===== src/rtl/conv_out_writer.sv =====
// conv_out_writer: ReLU + saturating requantise of 24-bit accumulations to 8 bits, then RAM write.
// `CONV_OUT_POOL_EN adds 2x2 max pooling per filter map; addr_err flags producer address slips.
module conv_out_writer #(
  parameter int img_size    = 8'h1C,
  parameter int filter_size = 4'b0110,
  parameter int SHIFT       = 5'd8
) (
  input  logic               clk,
  input  logic               rst,
  input  logic               start,
  input  logic               in_valid,
  input  logic signed [23:0] in_data,
  input  logic [12:0]        in_addr,
  output logic               out_we,
  output logic [12:0]        out_addr,
  output logic [7:0]         out_data,
  output logic               busy,
  output logic               done,
  output logic               addr_err
);
  localparam int CW = (img_size > 1) ? $clog2(img_size) : 1;
  localparam int FW = (filter_size > 1) ? $clog2(filter_size) : 1;
  localparam logic [CW-1:0] COL_LAST = CW'(img_size - 1);
  localparam logic [FW-1:0] FLT_LAST = FW'(filter_size - 1);

  localparam logic [1:0] S_IDLE  = 2'd0;
  localparam logic [1:0] S_RUN   = 2'd1;
  localparam logic [1:0] S_FLUSH = 2'd2;
  localparam logic [1:0] S_DONE  = 2'd3;

  logic [1:0]         state;
  logic [CW-1:0]      col, row;
  logic [FW-1:0]      filter;
  logic [12:0]        exp_addr, wr_cnt;
  logic               accept, last_smp;
  logic signed [23:0] shifted;
  logic [7:0]         rq;
  logic               s1_vld, s1_last, out_last;
  logic [7:0]         s1_q;

  assign accept   = (state == S_RUN) && in_valid;
  assign last_smp = (col == COL_LAST) && (row == COL_LAST) && (filter == FLT_LAST);
  assign busy     = (state == S_RUN) || (state == S_FLUSH);
  assign done     = (state == S_DONE);
  assign shifted  = in_data >>> SHIFT;

  always_comb begin
    rq = 8'd0;
    if (in_data > 24'sd0) rq = (|shifted[23:8]) ? 8'hFF : shifted[7:0];
  end

`ifdef CONV_OUT_POOL_EN
  localparam int HN = img_size / 2;
  localparam int HW = (HN > 1) ? $clog2(HN) : 1;
  logic          s1_col_odd, s1_row_odd;
  logic [HW-1:0] s1_half;
  logic [7:0]    h, pmax, lmax;
  logic [7:0]    linebuf [HN];

  assign pmax = (h > s1_q) ? h : s1_q;
  assign lmax = (linebuf[s1_half] > pmax) ? linebuf[s1_half] : pmax;

  // Line buffer needs no reset: every entry is rewritten on an even row before it is read.
  always_ff @(posedge clk) begin
    if (s1_vld && s1_col_odd && !s1_row_odd) linebuf[s1_half] <= pmax;
  end
`endif

  always_ff @(posedge clk or posedge rst) begin
    if (rst) begin
      state    <= S_IDLE;
      col      <= '0;
      row      <= '0;
      filter   <= '0;
      exp_addr <= '0;
      wr_cnt   <= '0;
      addr_err <= 1'b0;
      s1_vld   <= 1'b0;
      s1_last  <= 1'b0;
      s1_q     <= 8'd0;
      out_we   <= 1'b0;
      out_addr <= '0;
      out_data <= 8'd0;
      out_last <= 1'b0;
`ifdef CONV_OUT_POOL_EN
      s1_col_odd <= 1'b0;
      s1_row_odd <= 1'b0;
      s1_half    <= '0;
      h          <= 8'd0;
`endif
    end else begin
      s1_vld <= accept;
      out_we <= 1'b0;
      case (state)
        S_IDLE: if (start) begin
          col      <= '0;
          row      <= '0;
          filter   <= '0;
          exp_addr <= '0;
          wr_cnt   <= '0;
          addr_err <= 1'b0;
          state    <= S_RUN;
        end
        S_RUN: if (accept) begin
          if (in_addr != exp_addr) addr_err <= 1'b1;
          exp_addr <= exp_addr + 13'd1;
          if (col == COL_LAST) begin
            col <= '0;
            if (row == COL_LAST) begin
              row    <= '0;
              filter <= (filter == FLT_LAST) ? '0 : filter + 1'b1;
            end else begin
              row <= row + 1'b1;
            end
          end else begin
            col <= col + 1'b1;
          end
          if (last_smp) state <= S_FLUSH;
        end
        S_FLUSH: if (out_we && out_last) state <= S_DONE;
        default: state <= S_IDLE;
      endcase

      if (accept) begin
        s1_q    <= rq;
        s1_last <= last_smp;
`ifdef CONV_OUT_POOL_EN
        s1_col_odd <= col[0];
        s1_row_odd <= row[0];
        s1_half    <= HW'(col >> 1);
`endif
      end

      if (s1_vld) begin
`ifdef CONV_OUT_POOL_EN
        if (!s1_col_odd) begin
          h <= s1_q;
        end else if (s1_row_odd) begin
          out_we   <= 1'b1;
          out_addr <= wr_cnt;
          out_data <= lmax;
          out_last <= s1_last;
          wr_cnt   <= wr_cnt + 13'd1;
        end
`else
        out_we   <= 1'b1;
        out_addr <= wr_cnt;
        out_data <= s1_q;
        out_last <= s1_last;
        wr_cnt   <= wr_cnt + 13'd1;
`endif
      end
    end
  end
endmodule


===== config.mk =====
export PLATFORM = sky130hd
export DESIGN_NAME = conv_out_writer
export DESIGN_NICKNAME = d
export VERILOG_FILES = /design/src/rtl/conv_out_writer.sv
export SDC_FILE = /design/constraint.sdc
export NUM_CORES = 1
export LEC_CHECK = 0
export ABC_AREA = 1
export CAP_MARGIN = 25
export CORE_MARGIN = 3
export CORE_UTILIZATION = 35
export DETAILED_ROUTE_END_ITERATION = 10
export GPL_ROUTABILITY_DRIVEN = 0
export MAX_ROUTING_LAYER = met4
export SLEW_MARGIN = 10
export SYNTH_ARGS = -nofsm -noshare
export SYNTH_HDL_FRONTEND = slang
export SYNTH_SLANG_ARGS = --single-unit

===== constraint.sdc =====
create_clock -name clk -period 3.4 [get_ports clk]
set_input_delay 0.68 -clock clk [delete_from_list [all_inputs] [get_ports clk]]
set_output_delay 0.68 -clock clk [all_outputs]
set_load 0.01 [all_outputs]

* Word-level counts from Yosys, hierarchy flattened
Index checks and enable logic that the tools add are counted.
** Storage, ports and cells
- Flip-flop bits (word level) :: 75
- Bits of input ports :: 41
- Output and inout bits :: 25
- Word-level logic and storage cells :: 81
** Operators by class
- $add $sub $neg :: 5
- Magnitude comparators :: 1
- Eq/ne operators :: 14
- Mux-type cells :: 31
- Reductions and logical operators :: 16
** Operators with widths (number)
- 2-to-1 mux 13 bit :: 4
- 2-to-1 mux 5 bit :: 6
- adder 13 x 1 -> 13 bit, second input constant :: 2
- case mux 13 bit (2 select lines) :: 1
- > comparator 24 x 1 -> 1 bit, second input constant :: 1
- case mux 5 bit (2 select lines) :: 2
- 2-to-1 mux 8 bit :: 2
- 2-to-1 mux 3 bit :: 5
- inequality test 13 bit :: 1
- AND reduction 4 bit :: 3
- adder 5 x 1 -> 5 bit, second input constant :: 2
- == test 5 bit, second input constant :: 2
- 2-to-1 mux 2 bit :: 4
- inequality test 2 x 1 -> 1 bit, second input constant :: 4
- OR reduction 8 bit :: 1
- inequality test 2 bit, second input constant :: 3
- case mux 2 bit (3 select lines) :: 1
- case mux 3 bit (2 select lines) :: 1
- nonzero test 2 bit :: 3
- AND reduction 5 bit :: 1
- == test 2 bit, second input constant :: 2
- logical AND 1 bit :: 4
- 2-to-1 mux 1 bit :: 4
- adder 3 x 1 -> 3 bit, second input constant :: 1
- other kinds (7) :: 7

* Logic depth before layout (Yosys ltp)
- Word-level depth :: 6
- Gate-level depth with buffers :: 11
- Depth with buffers taken out :: 10

* Worst setup path after synthesis
No wires, ideal clock.
- Kind :: reg-to-reg
- From :: register state[1]
- To :: register filter[2]
- Library setup time :: 116 ps
- Arrival time :: 1413 ps
- Data required time :: 3284 ps
- Path slack :: 1871 ps
- Cell stages (with the launch flop) :: 12
- Buffers on the path :: 1
- Clock period less this slack :: 1529 ps
- Cells stage by stage :: dfrtp_1 -> inv_1 -> ha_1 -> buf_6 -> inv_4 -> o21ai_4 -> nor2_4 -> nand2_4 -> nor2_4 -> o21ai_1 -> nand2_1 -> nand2_1
** On the way
- Cells in the longest elaborated chain, start to end :: 4
- Elaborated cells between the ends (all ways) :: 10
- Those cells by class :: 5 x eq/ne; 1 x mux; 4 x reduce/logical
** RTL lines
- start, declared :: line 31 : logic [1:0] state;
- start signal, assigned :: line 71 : state <= S_IDLE;
- start signal, assigned :: line 102 : state <= S_RUN;
- start signal, assigned :: line 118 : if (last_smp) state <= S_FLUSH;
- == test 2 x 1 -> 1 bit :: line 41, 94
- logical AND 1 bit :: line 41 : assign accept = (state == S_RUN) && in_valid;
- inequality test 2 bit (no line)
- AND reduction 5 bit (no line)
- end signal, assigned :: line 111 : filter <= (filter == FLT_LAST) ? '0 : filter + 1'b1;
- end, declared :: line 33 : logic [FW-1:0] filter;
Parallel ways exist; a longest one is shown, timed or not.
A chain may end at the register's enable or synchronous reset.

* Final worst setup path
- From :: register state[0]
- To :: output busy
** On the way
- Cells in the longest elaborated chain, start to end :: 2
- Elaborated cells between the ends (all ways) :: 3
- Those cells by class :: 2 x eq/ne; 1 x reduce/logical
** RTL lines
- == test 2 x 1 -> 1 bit or == test 2 bit (tied branches) :: line 43 : assign busy = (state == S_RUN) || (state == S_FLUSH);
- logical OR 1 bit * :: line 43
- end, declared :: line 17 : output logic busy,
Mark *: on every way between the ends. The rest lies on a longest branch, timed or not.

==> results.toml <==
[clocking]
cts_bufs_inserted = 9
clock_latency_ns = 0.33
cts_tree = "yes"
post-cts-setup-buffers = 0
clk_transition_reported_paths_ns = 0.06
cts.hold.buffers_added = 0
htree_num_levels = 3
clkSinkCount = 75
ctsResizeCount = 0
cts_buffer_depth = 2
cts_root_buffer = "sky130_fd_sc_hd__clkbuf_16"

[yosys]
synth-edff-count = 0
yosys.area.top_type = "sky130_fd_sc_hd__dfrtp_1"
syn_warnings = 0
synthFlopType = "sky130_fd_sc_hd__dfrtp_1"
netlist_instances = 533
average_cell_area_after_synthesis_sq_um = 7.49
synth_sequential_area_ratio = 0.470
synth_fp_nets = 583
proportion_of_netlist_area_held_by_the_largest_area_contributor = 0.470
area_of_the_mapped_netlist_sq_um = 3990
synth.distinct_cells = 39
yosysMostFrequentCell = "sky130_fd_sc_hd__nand2_1"
synth-async-reset-ratio = 1.00
ys_ff_latch = 75
post_synth_main_area_contributors = "sky130_fd_sc_hd__dfrtp_1 47%, sky130_fd_sc_hd__nand2_1 17%, sky130_fd_sc_hd__inv_1 7.0%"
synth_common_cells = "181 x sky130_fd_sc_hd__nand2_1, 75 x sky130_fd_sc_hd__dfrtp_1, 74 x sky130_fd_sc_hd__inv_1, 43 x sky130_fd_sc_hd__o21ai_0, 39 x sky130_fd_sc_hd__nor2_1"

[sta]
fin_skew_ns = 0.00621
endpoints_failing_setup = 0
holdWs_ns = 0.473
fin_setup_tns_ns = 0
timing.final.crit_share = 0.702
hold_viol = 0
clock.fmax_ghz = 0.419
relSlewSlack = 0.537
tightestPinTransition_ns = 0.694
layout_min_cycle_time_ns = 2.39
maxSlewViolCount = 0
unrepaired_setup_endpoints_after_global_routing = "no"

[critical_path]
timing.critical_path.fanout_max = 5
path_depth = 3
crit_path_class = "reg -> out"
worst_path_dominant_cell_family = "buffers and inverters"
timing.critical_path.required_ns = 2.72
startpoint_type = "flop"
critPathMaxStageDelay_ns = 0.55
worst_setup_path_end_kind = "primary output"
rr_worst_depth = 11
cp_cell_sequence = "inv_1 > ha_1 > clkdlybuf4s50_1"
crit_arrival_ns = 1.71
path_buf_inv = 2
timing.critical_path.slowest_stage_cell = "sky130_fd_sc_hd__clkdlybuf4s50_1"

[floorplan]
core_region_area_sq_um = 11000
floorplan.initialDensity = 0.364
die_w_microns = 113
floorplan.die.height_microns = 113
dieArea_sq_um = 12700
std_cell_rows = 38
boundaryPins = 66

[pwr]
power.ir.vdd_worst_uv = 352
netSwitchingPower_mw = 1.19
intPower_mw = 2.11
design_power_total_mw = 3.30
leakagePower_nw = 2.41
power_frac_comb = 0.341
power.switching_fraction = 0.361
pwr_density_cell_nw_per_um2 = 650
seq_power_share = 0.381
power.share.clock = 0.278

[finish]
fraction_of_layout_instances_using_a_drive_strength_above_1 = 0.0609
n_antenna_cell = 0
fin_area_sq_um = 5080
postLayoutCoreUtil = 0.463
nNetsFinal = 654
layout-area-overhead-vs-synth_pct = 27.4
fillCellCount = 1112

[job]
maxCapViolations = 0

[drt]
drt-total-wl_microns = 9150
route.antenna.remaining_nets = 0
dr.pass1.iters = 5
dr_total_vias = 3530
drt-initial-drc-count = 169
avgViaCountPerCell = 4.72
post_drt_wl_per_cell_microns = 12.2
drc = 0

[status]
status = "finished, final reports clean"

[global_route]
vias_in_the_first_global_route = 3438
antenna_found_initial = 0
grt_first_pass_wirelength_microns = 15700
grt_start_max_net_pins = 29
gr-usage-all-layers = 0.156
grt.overflow.total = 0

[placed_design]
place.detailed.hpwl_microns = 6730
dpl-instance-area_sq_um = 4800
placement.io_buffers = 65

[hold_path]
whs_path_depth = 2
min-delay-path-class = "reg -> reg"
final timing paths:
check                               to         from  slack, ns
max in group asynchronous  out_addr[5]          rst       1.96
hold reg to reg            out_addr[2]  out_addr[2]       0.47
setup reg to reg             filter[2]     state[1]       1.23
setup / recovery                  busy     state[0]       1.01
min in group asynchronous  exp_addr[6]          rst       0.75
hold / removal             out_addr[2]  out_addr[2]       0.47
per-stage QoR:
step | setup WS [ns] | instances
2_1_floorplan | 0.810 | 533
3_3_place_gp | 0.992 | 733
3_5_place_dp | 0.916 | 733
4_1_cts | 1.00 | 748
5_1_grt | 0.937 | 748
6_report | 1.01 | 748
flip-flops by register name, indices dropped and copies added (netlist names):
signal	flops
addr_err	1
col	5
exp_addr	13
filter	3
out_addr	13
out_data	8
out_last	1
out_we	1
row	5
s1_last	1
s1_q	8
s1_vld	1
state	2
wr_cnt	13
power groups by stage:
stage               combinational (mW)  sequential (mW)  clock, mW
finish                            1.13             1.26      0.918
global route                      1.27             1.29      0.987
detailed placement                1.14             1.27          0
global placement                  1.11             1.26          0
floorplan                        0.744             1.25          0
CTS                               1.14             1.26      0.947
logic make-up (layout without fill, tap and decap cells):
kind of cell | count (synthesis) | in the layout | synth area share
simple gates | 284 | 284 | 0.303
buf+inv | 87 | 162 | 0.0881
compound gates | 75 | 75 | 0.104
flops | 75 | 75 | 0.470
fa+ha+maj | 9 | 9 | 0.0282
xor+xnor | 3 | 3 | 0.00658
final cells by class:
class	instances	area (sq um)	share of cell area
multi-input cells	371	1760	0.347
inverters	76	288	0.0566
well taps	140	175	0.0344
clock inverters	4	52.6	0.0103
clock buffers	11	233	0.0458
repair buffers	71	696	0.137
flip-flops and latches	75	1880	0.369
metal layers:
layer	vias up	track usage	share of wire
li1	1829	-	-
met1	1617	0.198	0.49
met2	78	0.246	0.46
met3	6	0.0289	0.046
met4	0	0.0609	0.0099
met5	-	-	0
cells in the final DEF (no fill, tap or decap), types with 3 or more instances in the layout:
master,netlist,layout
sky130_fd_sc_hd__inv_1,74,73
sky130_fd_sc_hd__buf_4,1,6
sky130_fd_sc_hd__nor3_1,8,8
sky130_fd_sc_hd__o21ai_1,7,7
sky130_fd_sc_hd__nand2_1,181,181
sky130_fd_sc_hd__nor2_1,39,39
sky130_fd_sc_hd__a21oi_1,14,14
sky130_fd_sc_hd__nor2_2,3,3
sky130_fd_sc_hd__nand2_2,3,3
sky130_fd_sc_hd__clkbuf_16,0,9
sky130_fd_sc_hd__xor2_1,3,3
sky130_fd_sc_hd__nand3_1,27,27
sky130_fd_sc_hd__nand4_1,14,14
sky130_fd_sc_hd__dfrtp_1,75,75
sky130_fd_sc_hd__ha_1,9,9
sky130_fd_sc_hd__clkdlybuf4s50_1,0,65
sky130_fd_sc_hd__o21ai_0,43,43
worst register-to-register path: stages, from the launching register on:
cell and delay, ns:
sky130_fd_sc_hd__dfrtp_1 0.42, sky130_fd_sc_hd__inv_1 0.08, sky130_fd_sc_hd__ha_1 0.20, sky130_fd_sc_hd__buf_4 0.22, sky130_fd_sc_hd__inv_4 0.11, sky130_fd_sc_hd__o21ai_4 0.08, sky130_fd_sc_hd__nor2_4 0.40, sky130_fd_sc_hd__nand2_4 0.17
sky130_fd_sc_hd__nor2_4 0.18, sky130_fd_sc_hd__o21ai_1 0.10, sky130_fd_sc_hd__nand2_1 0.06, sky130_fd_sc_hd__nand2_1 0.04
Note: power is estimated with default switching activity, not from simulation.
